--- src/rtl/mcmc_proposal_sequencer.sv ---
// Proposal sequencer: drives the RNG stage draw by draw and assembles a proposal
// vector (resample-all or resample-one-random-variable), then holds it for a valid/ready consumer.
module mcmc_proposal_sequencer #(
    parameter int NUM_VARS = 4,
    parameter int VAL_W    = 8
) (
    input  logic                      in_clock,
    input  logic                      in_reset_n,
    input  logic                      in_start,
    input  logic                      in_mode,
    input  logic [NUM_VARS*VAL_W-1:0] in_lower,
    input  logic [NUM_VARS*VAL_W-1:0] in_upper,
    input  logic [NUM_VARS*VAL_W-1:0] in_current,
    output logic                      out_gen_enable,
    output logic [VAL_W-1:0]          out_gen_min,
    output logic [VAL_W-1:0]          out_gen_max,
    input  logic [VAL_W-1:0]          in_gen_random,
    output logic [NUM_VARS*VAL_W-1:0] out_proposal,
    output logic                      out_valid,
    input  logic                      in_ready,
    output logic                      out_busy,
    output logic                      out_error
);
    localparam int KW = (NUM_VARS > 1) ? $clog2(NUM_VARS) : 1;
    localparam logic signed [VAL_W:0] LIM = (VAL_W+1)'(126);

    typedef enum logic [2:0] {
        S_IDLE, S_IDX_REQ, S_IDX_CAP, S_VAL_REQ, S_VAL_CAP, S_HOLD
    } state_t;

    state_t                 r_state, w_state_next;
    logic                   r_mode;
    logic [KW-1:0]          r_k;
    logic                   r_error;
    logic [VAL_W-1:0]       r_min_hold, r_max_hold;
    logic [VAL_W-1:0]       r_lower [NUM_VARS];
    logic [VAL_W-1:0]       r_upper [NUM_VARS];
    logic [VAL_W-1:0]       r_prop  [NUM_VARS];

    logic                   w_accept;
    logic [VAL_W-1:0]       w_k_lo, w_k_hi;
    logic signed [VAL_W:0]  w_lo9, w_hi9, w_span9;
    logic                   w_legal;
    logic                   w_idx_ok;
    logic [KW-1:0]          w_idx;
    logic                   w_last_var;

    assign w_accept   = (r_state == S_IDLE) && in_start;
    assign w_k_lo     = r_lower[r_k];
    assign w_k_hi     = r_upper[r_k];
    // Range legality uses one extra bit so the span cannot wrap.
    assign w_lo9      = $signed({w_k_lo[VAL_W-1], w_k_lo});
    assign w_hi9      = $signed({w_k_hi[VAL_W-1], w_k_hi});
    assign w_span9    = w_hi9 - w_lo9;
    assign w_legal    = (w_lo9 <= w_hi9) && (w_hi9 <= LIM) && (w_span9 <= LIM);
    assign w_idx_ok   = !in_gen_random[VAL_W-1] && (in_gen_random < VAL_W'(NUM_VARS));
    assign w_idx      = w_idx_ok ? in_gen_random[KW-1:0] : '0;
    assign w_last_var = (r_k == KW'(NUM_VARS-1));

    always_ff @(posedge in_clock) begin
        if (!in_reset_n) r_state <= S_IDLE;
        else             r_state <= w_state_next;
    end

    always_comb begin
        w_state_next   = r_state;
        out_gen_enable = 1'b0;
        out_gen_min    = r_min_hold;
        out_gen_max    = r_max_hold;
        case (r_state)
            S_IDLE:    if (in_start) w_state_next = in_mode ? S_IDX_REQ : S_VAL_REQ;
            S_IDX_REQ: begin
                out_gen_enable = 1'b1;
                out_gen_min    = '0;
                out_gen_max    = VAL_W'(NUM_VARS-1);
                w_state_next   = S_IDX_CAP;
            end
            S_IDX_CAP: w_state_next = S_VAL_REQ;
            S_VAL_REQ: begin
                out_gen_enable = w_legal;
                out_gen_min    = w_k_lo;
                out_gen_max    = w_k_hi;
                w_state_next   = S_VAL_CAP;
            end
            S_VAL_CAP: w_state_next = (!r_mode && !w_last_var) ? S_VAL_REQ : S_HOLD;
            S_HOLD:    if (in_ready) w_state_next = S_IDLE;
            default:   w_state_next = S_IDLE;
        endcase
    end

    always_ff @(posedge in_clock) begin
        if (!in_reset_n) begin
            r_mode     <= 1'b0;
            r_k        <= '0;
            r_error    <= 1'b0;
            r_min_hold <= '0;
            r_max_hold <= '0;
            for (int i = 0; i < NUM_VARS; i++) begin
                r_lower[i] <= '0;
                r_upper[i] <= '0;
                r_prop[i]  <= '0;
            end
        end else begin
            r_min_hold <= out_gen_min;
            r_max_hold <= out_gen_max;
            if (w_accept) begin
                r_mode  <= in_mode;
                r_k     <= '0;
                r_error <= 1'b0;
                for (int i = 0; i < NUM_VARS; i++) begin
                    r_lower[i] <= in_lower[i*VAL_W +: VAL_W];
                    r_upper[i] <= in_upper[i*VAL_W +: VAL_W];
                    r_prop[i]  <= in_current[i*VAL_W +: VAL_W];
                end
            end
            if (r_state == S_IDX_CAP) begin
                r_k <= w_idx;
                if (!w_idx_ok) r_error <= 1'b1;
            end
            // Illegal ranges keep the slot's current value but still take their cycles.
            if (r_state == S_VAL_CAP) begin
                if (w_legal) r_prop[r_k] <= in_gen_random;
                else         r_error     <= 1'b1;
                if (!r_mode) r_k <= r_k + 1'b1;
            end
        end
    end

    generate
        for (genvar gi = 0; gi < NUM_VARS; gi++) begin : g_pack
            assign out_proposal[gi*VAL_W +: VAL_W] = r_prop[gi];
        end
    endgenerate

    assign out_valid = (r_state == S_HOLD);
    assign out_busy  = (r_state != S_IDLE);
    assign out_error = r_error;
endmodule
--- config.mk ---
export PLATFORM = sky130hd
export DESIGN_NAME = mcmc_proposal_sequencer
export DESIGN_NICKNAME = d
export VERILOG_FILES = /design/src/rtl/mcmc_proposal_sequencer.sv
export SDC_FILE = /design/constraint.sdc
export NUM_CORES = 1
export LEC_CHECK = 0
export CAP_MARGIN = 20
export CORE_AREA = 2 2 146 112
export DETAILED_ROUTE_END_ITERATION = 8
export DIE_AREA = 0 0 148 114
export HOLD_SLACK_MARGIN = 0.05
export PLACE_DENSITY = 0.7
export SYNTH_ARGS = -nofsm -noshare
export SYNTH_HDL_FRONTEND = slang
export SYNTH_SLANG_ARGS = --single-unit
--- constraint.sdc ---
create_clock -name in_clock -period 4.11 [get_ports in_clock]
set_clock_uncertainty 0.05 [all_clocks]
set_input_delay 1.233 -clock in_clock [delete_from_list [all_inputs] [get_ports in_clock]]
set_output_delay 1.233 -clock in_clock [all_outputs]
set_load 0.005 [all_outputs]
==> results.json <==
{
  "status": "finished, violations left",
  "violations": "setup timing",
  "vdd_ir_drop_max_uv": 297,
  "fin_crit_sh_pct": 110,
  "start_util_pct": 39.0,
  "fin_cells": 942,
  "vias_per_cell": 5.13,
  "synth_area_per_cell_um2": 11.2,
  "reg2reg_from": "r_k[0]$_SDFF_PN0_",
  "ant_nets": 0,
  "synth_simple_gate_area_share_pct": 19.1,
  "ys.flop_type": "edfxtp_1",
  "pre_cts_slack_ns": -0.404,
  "cts_tree": "built",
  "die_w_um": 148,
  "clk_path_buf_depth": 2,
  "fin_crit_ns": 4.51,
  "layout.nets": 841,
  "cts_htree_levels": 4,
  "synth_top_area_share_pct": 47.3,
  "routed_wl_um": 15800,
  "ys_seq_area_share_pct": 54.9,
  "wl_per_cell_um": 16.8,
  "grt_start_max_net_pins": 65,
  "dieArea_mm2": 0.0169,
  "synthXorXnorAreaFrac_pct": 0.719,
  "tightestPinTransition_ns": 0.785,
  "synth_mux_area_share_pct": 5.92,
  "cp_max_fo": 4,
  "vias": 4835,
  "synth-compound-area-share_pct": 12.4,
  "root_buffer": "clkbuf_16",
  "core_area_mm2": 0.0156,
  "grt-ovfl-total": 0,
  "start_kind": "register",
  "slew_headroom_pct": 47.7,
  "r2r_end": "r_prop[1][4]$_DFFE_PP_",
  "hold_viol_final": 0,
  "yosys_register_bits": 119,
  "final_core_util_pct": 56.1,
  "async_reset_ff_share_pct": 0,
  "p_leak_uw": 0.00335,
  "cts.clk_slew.worst_paths_ns": 0.06,
  "syn_nets": 667,
  "place_area_mm2": 0.00804,
  "io_pins": 161,
  "synth_top_area_cell": "edfxtp_1",
  "cts_hold_buffers": 0,
  "drc": 0,
  "crit_required_ns": 2.83,
  "drive_gt1_share_pct": 14.9,
  "grt_pass1_vias": 4723,
  "synth_cell_types": 46,
  "clk_latency_ns": 0.43,
  "placedCellCount": 904,
  "cts_made_buffers": 17,
  "area_growth_pct": 43.7,
  "rows": 40,
  "syn_area_mm2": 0.00609,
  "endpoint_kind": "primary output",
  "drtIter0Drc": 357,
  "slew_violations": 0,
  "rsz0062_at_grt": "true",
  "antenna_found_initial": 0,
  "whs_path_depth": 2,
  "n_antenna_cell": 0,
  "synth_most_common_cell": "edfxtp_1",
  "synth_edf_count": 96,
  "io_buffers": 160,
  "clock-sinks": 119,
  "setup_viol_count_final": 1,
  "critPathKind": "reg -> out",
  "critical_path.endpoint": "out_gen_enable",
  "crit_arrival_ns": 3.23,
  "die_y_um": 114,
  "max_freq_mhz": 222,
  "cap_violations": 0,
  "cellPowerDensity_mw_per_mm2": 436,
  "globalRouteTotalUtil_pct": 18.9,
  "n_fill_cell": 1315,
  "hold_class": "reg -> reg",
  "layout_setup_ws_ns": -0.402,
  "synthTopCellsByArea": "edfxtp_1, and2_1, dfxtp_1, mux4_2, o31ai_1",
  "place_congestion": 0.804,
  "grt_pass1_wl_um": 24500,
  "fin_area_mm2": 0.00875,
  "ys_warn_count": 0,
  "synth_top_family_by_area": "simple AND/OR/NAND/NOR gates",
  "synthTopCellsByCount": "edfxtp_1, and2_1, nand2_1, o21ai_1, o31ai_1",
  "reg2regPathDepth": 13,
  "r2r_slack_ns": 0.26,
  "critPathLaunch": "r_k[0]$_SDFF_PN0_",
  "synthesis.instances": 545,
  "dr.pass1.iters": 5,
  "dp_hpwl_um": 11600,
  "synthAdderAreaFrac_pct": 2.79
}
## per-stage QoR
step / TNS (ns) / power, µW / hold slack, ns
floorplan: 0 / 1970 / 0.427
global placement: -0.315 / 2300 / 0.463
detailed placement: -0.404 / 2320 / 0.473
CTS: -0.456 / 3820 / 0.485
global route: -0.561 / 3960 / 0.528
finish: -0.402 / 3810 / 0.485
## layer usage
metal | GRT usage, % | share of wire (%) | up-vias
met4 | 6.29 | 1.4 | 0
met2 | 29.1 | 46 | 171
met1 | 26.3 | 46 | 2302
li1 | - | - | 2340
met3 | 4.84 | 6.5 | 22
met5 | 0 | 0 | -
## cell usage in the layout, fill, tap and decap left out, types with 3 or more instances in the layout
cell type	netlist	final
clkdlybuf4s50_1	0	159
edfxtp_1	96	96
and2_1	86	86
nand2_1	58	58
o21ai_1	40	40
o31ai_1	38	37
buf_4	0	36
and3_1	34	33
dfxtp_1	23	22
nor2_1	19	18
clkbuf_16	0	17
mux4_2	16	16
a21oi_1	12	12
inv_1	13	10
ha_1	12	8
a22o_1	7	7
nor3_1	5	5
inv_6	0	5
inv_2	1	4
nand2b_1	3	3
nand4_1	3	3
o21ai_0	3	3
clkinvlp_4	0	3
## state kept, by name, summed over array words and instances (netlist names), 2 cells and up
register / cells
r_lower: 32
r_prop: 32
r_state: 3
r_k: 2
r_max_hold: 8
r_upper: 32
r_min_hold: 8
## cell type report
class	instances	area [µm²]	area share, %
clock inverters	15	168	1.92
flip-flops and latches	119	3350	38.2
multi-input cells	366	2570	29.4
well taps	210	263	3.00
clock buffers	17	425	4.86
repair buffers	200	1920	22.0
inverters	15	56.3	0.643
## kinds of logic (layout without fill, tap and decap cells)
logic type	after synthesis	after routing
buffers and inverters	60	247
adder cells (fa/ha/maj)	13	13
multiplexers	16	16
flip-flops	119	119
AND/OR/NAND/NOR	216	216
XOR/XNOR	5	5
AO/OA/AOI/OAI	116	116
## worst max-delay path: stages, from the launching register on
cell and delay [ns]:
dfxtp_4 0.37, buf_6 0.10, buf_6 0.11, mux4_2 0.54
fa_2 0.45, a211oi_2 0.26, nor2_2 0.09, xor2_2 0.20
a41oi_2 0.17, o31ai_2 0.23, o22ai_2 0.13, buf_2 0.17
## timing repair
action	in CTS	in global routing
setup endpoints to repair	1	1
setup buffers	5	1
gates resized for setup	16	5
pin swaps	8	8
## how the worst min path moves through the flow
stage                                to           startpoint  slack (ns)
floorplan           r_mode$_SDFFE_PN0P_  r_mode$_SDFFE_PN0P_        0.43
global placement    r_mode$_SDFFE_PN0P_  r_mode$_SDFFE_PN0P_        0.46
detailed placement  r_mode$_SDFFE_PN0P_  r_mode$_SDFFE_PN0P_        0.47
CTS                 r_mode$_SDFFE_PN0P_  r_mode$_SDFFE_PN0P_        0.48
global route        r_mode$_SDFFE_PN0P_  r_mode$_SDFFE_PN0P_        0.53
finish              r_mode$_SDFFE_PN0P_  r_mode$_SDFFE_PN0P_        0.49
## where the power goes
| part | total (µW) | switching, µW | internal (µW) |
|---|---|---|---|
| clock | 1480 | 573 | 906 |
| combinational | 854 | 466 | 387 |
| sequential | 1480 | 42.2 | 1440 |
(Power assumes the default switching activity.)
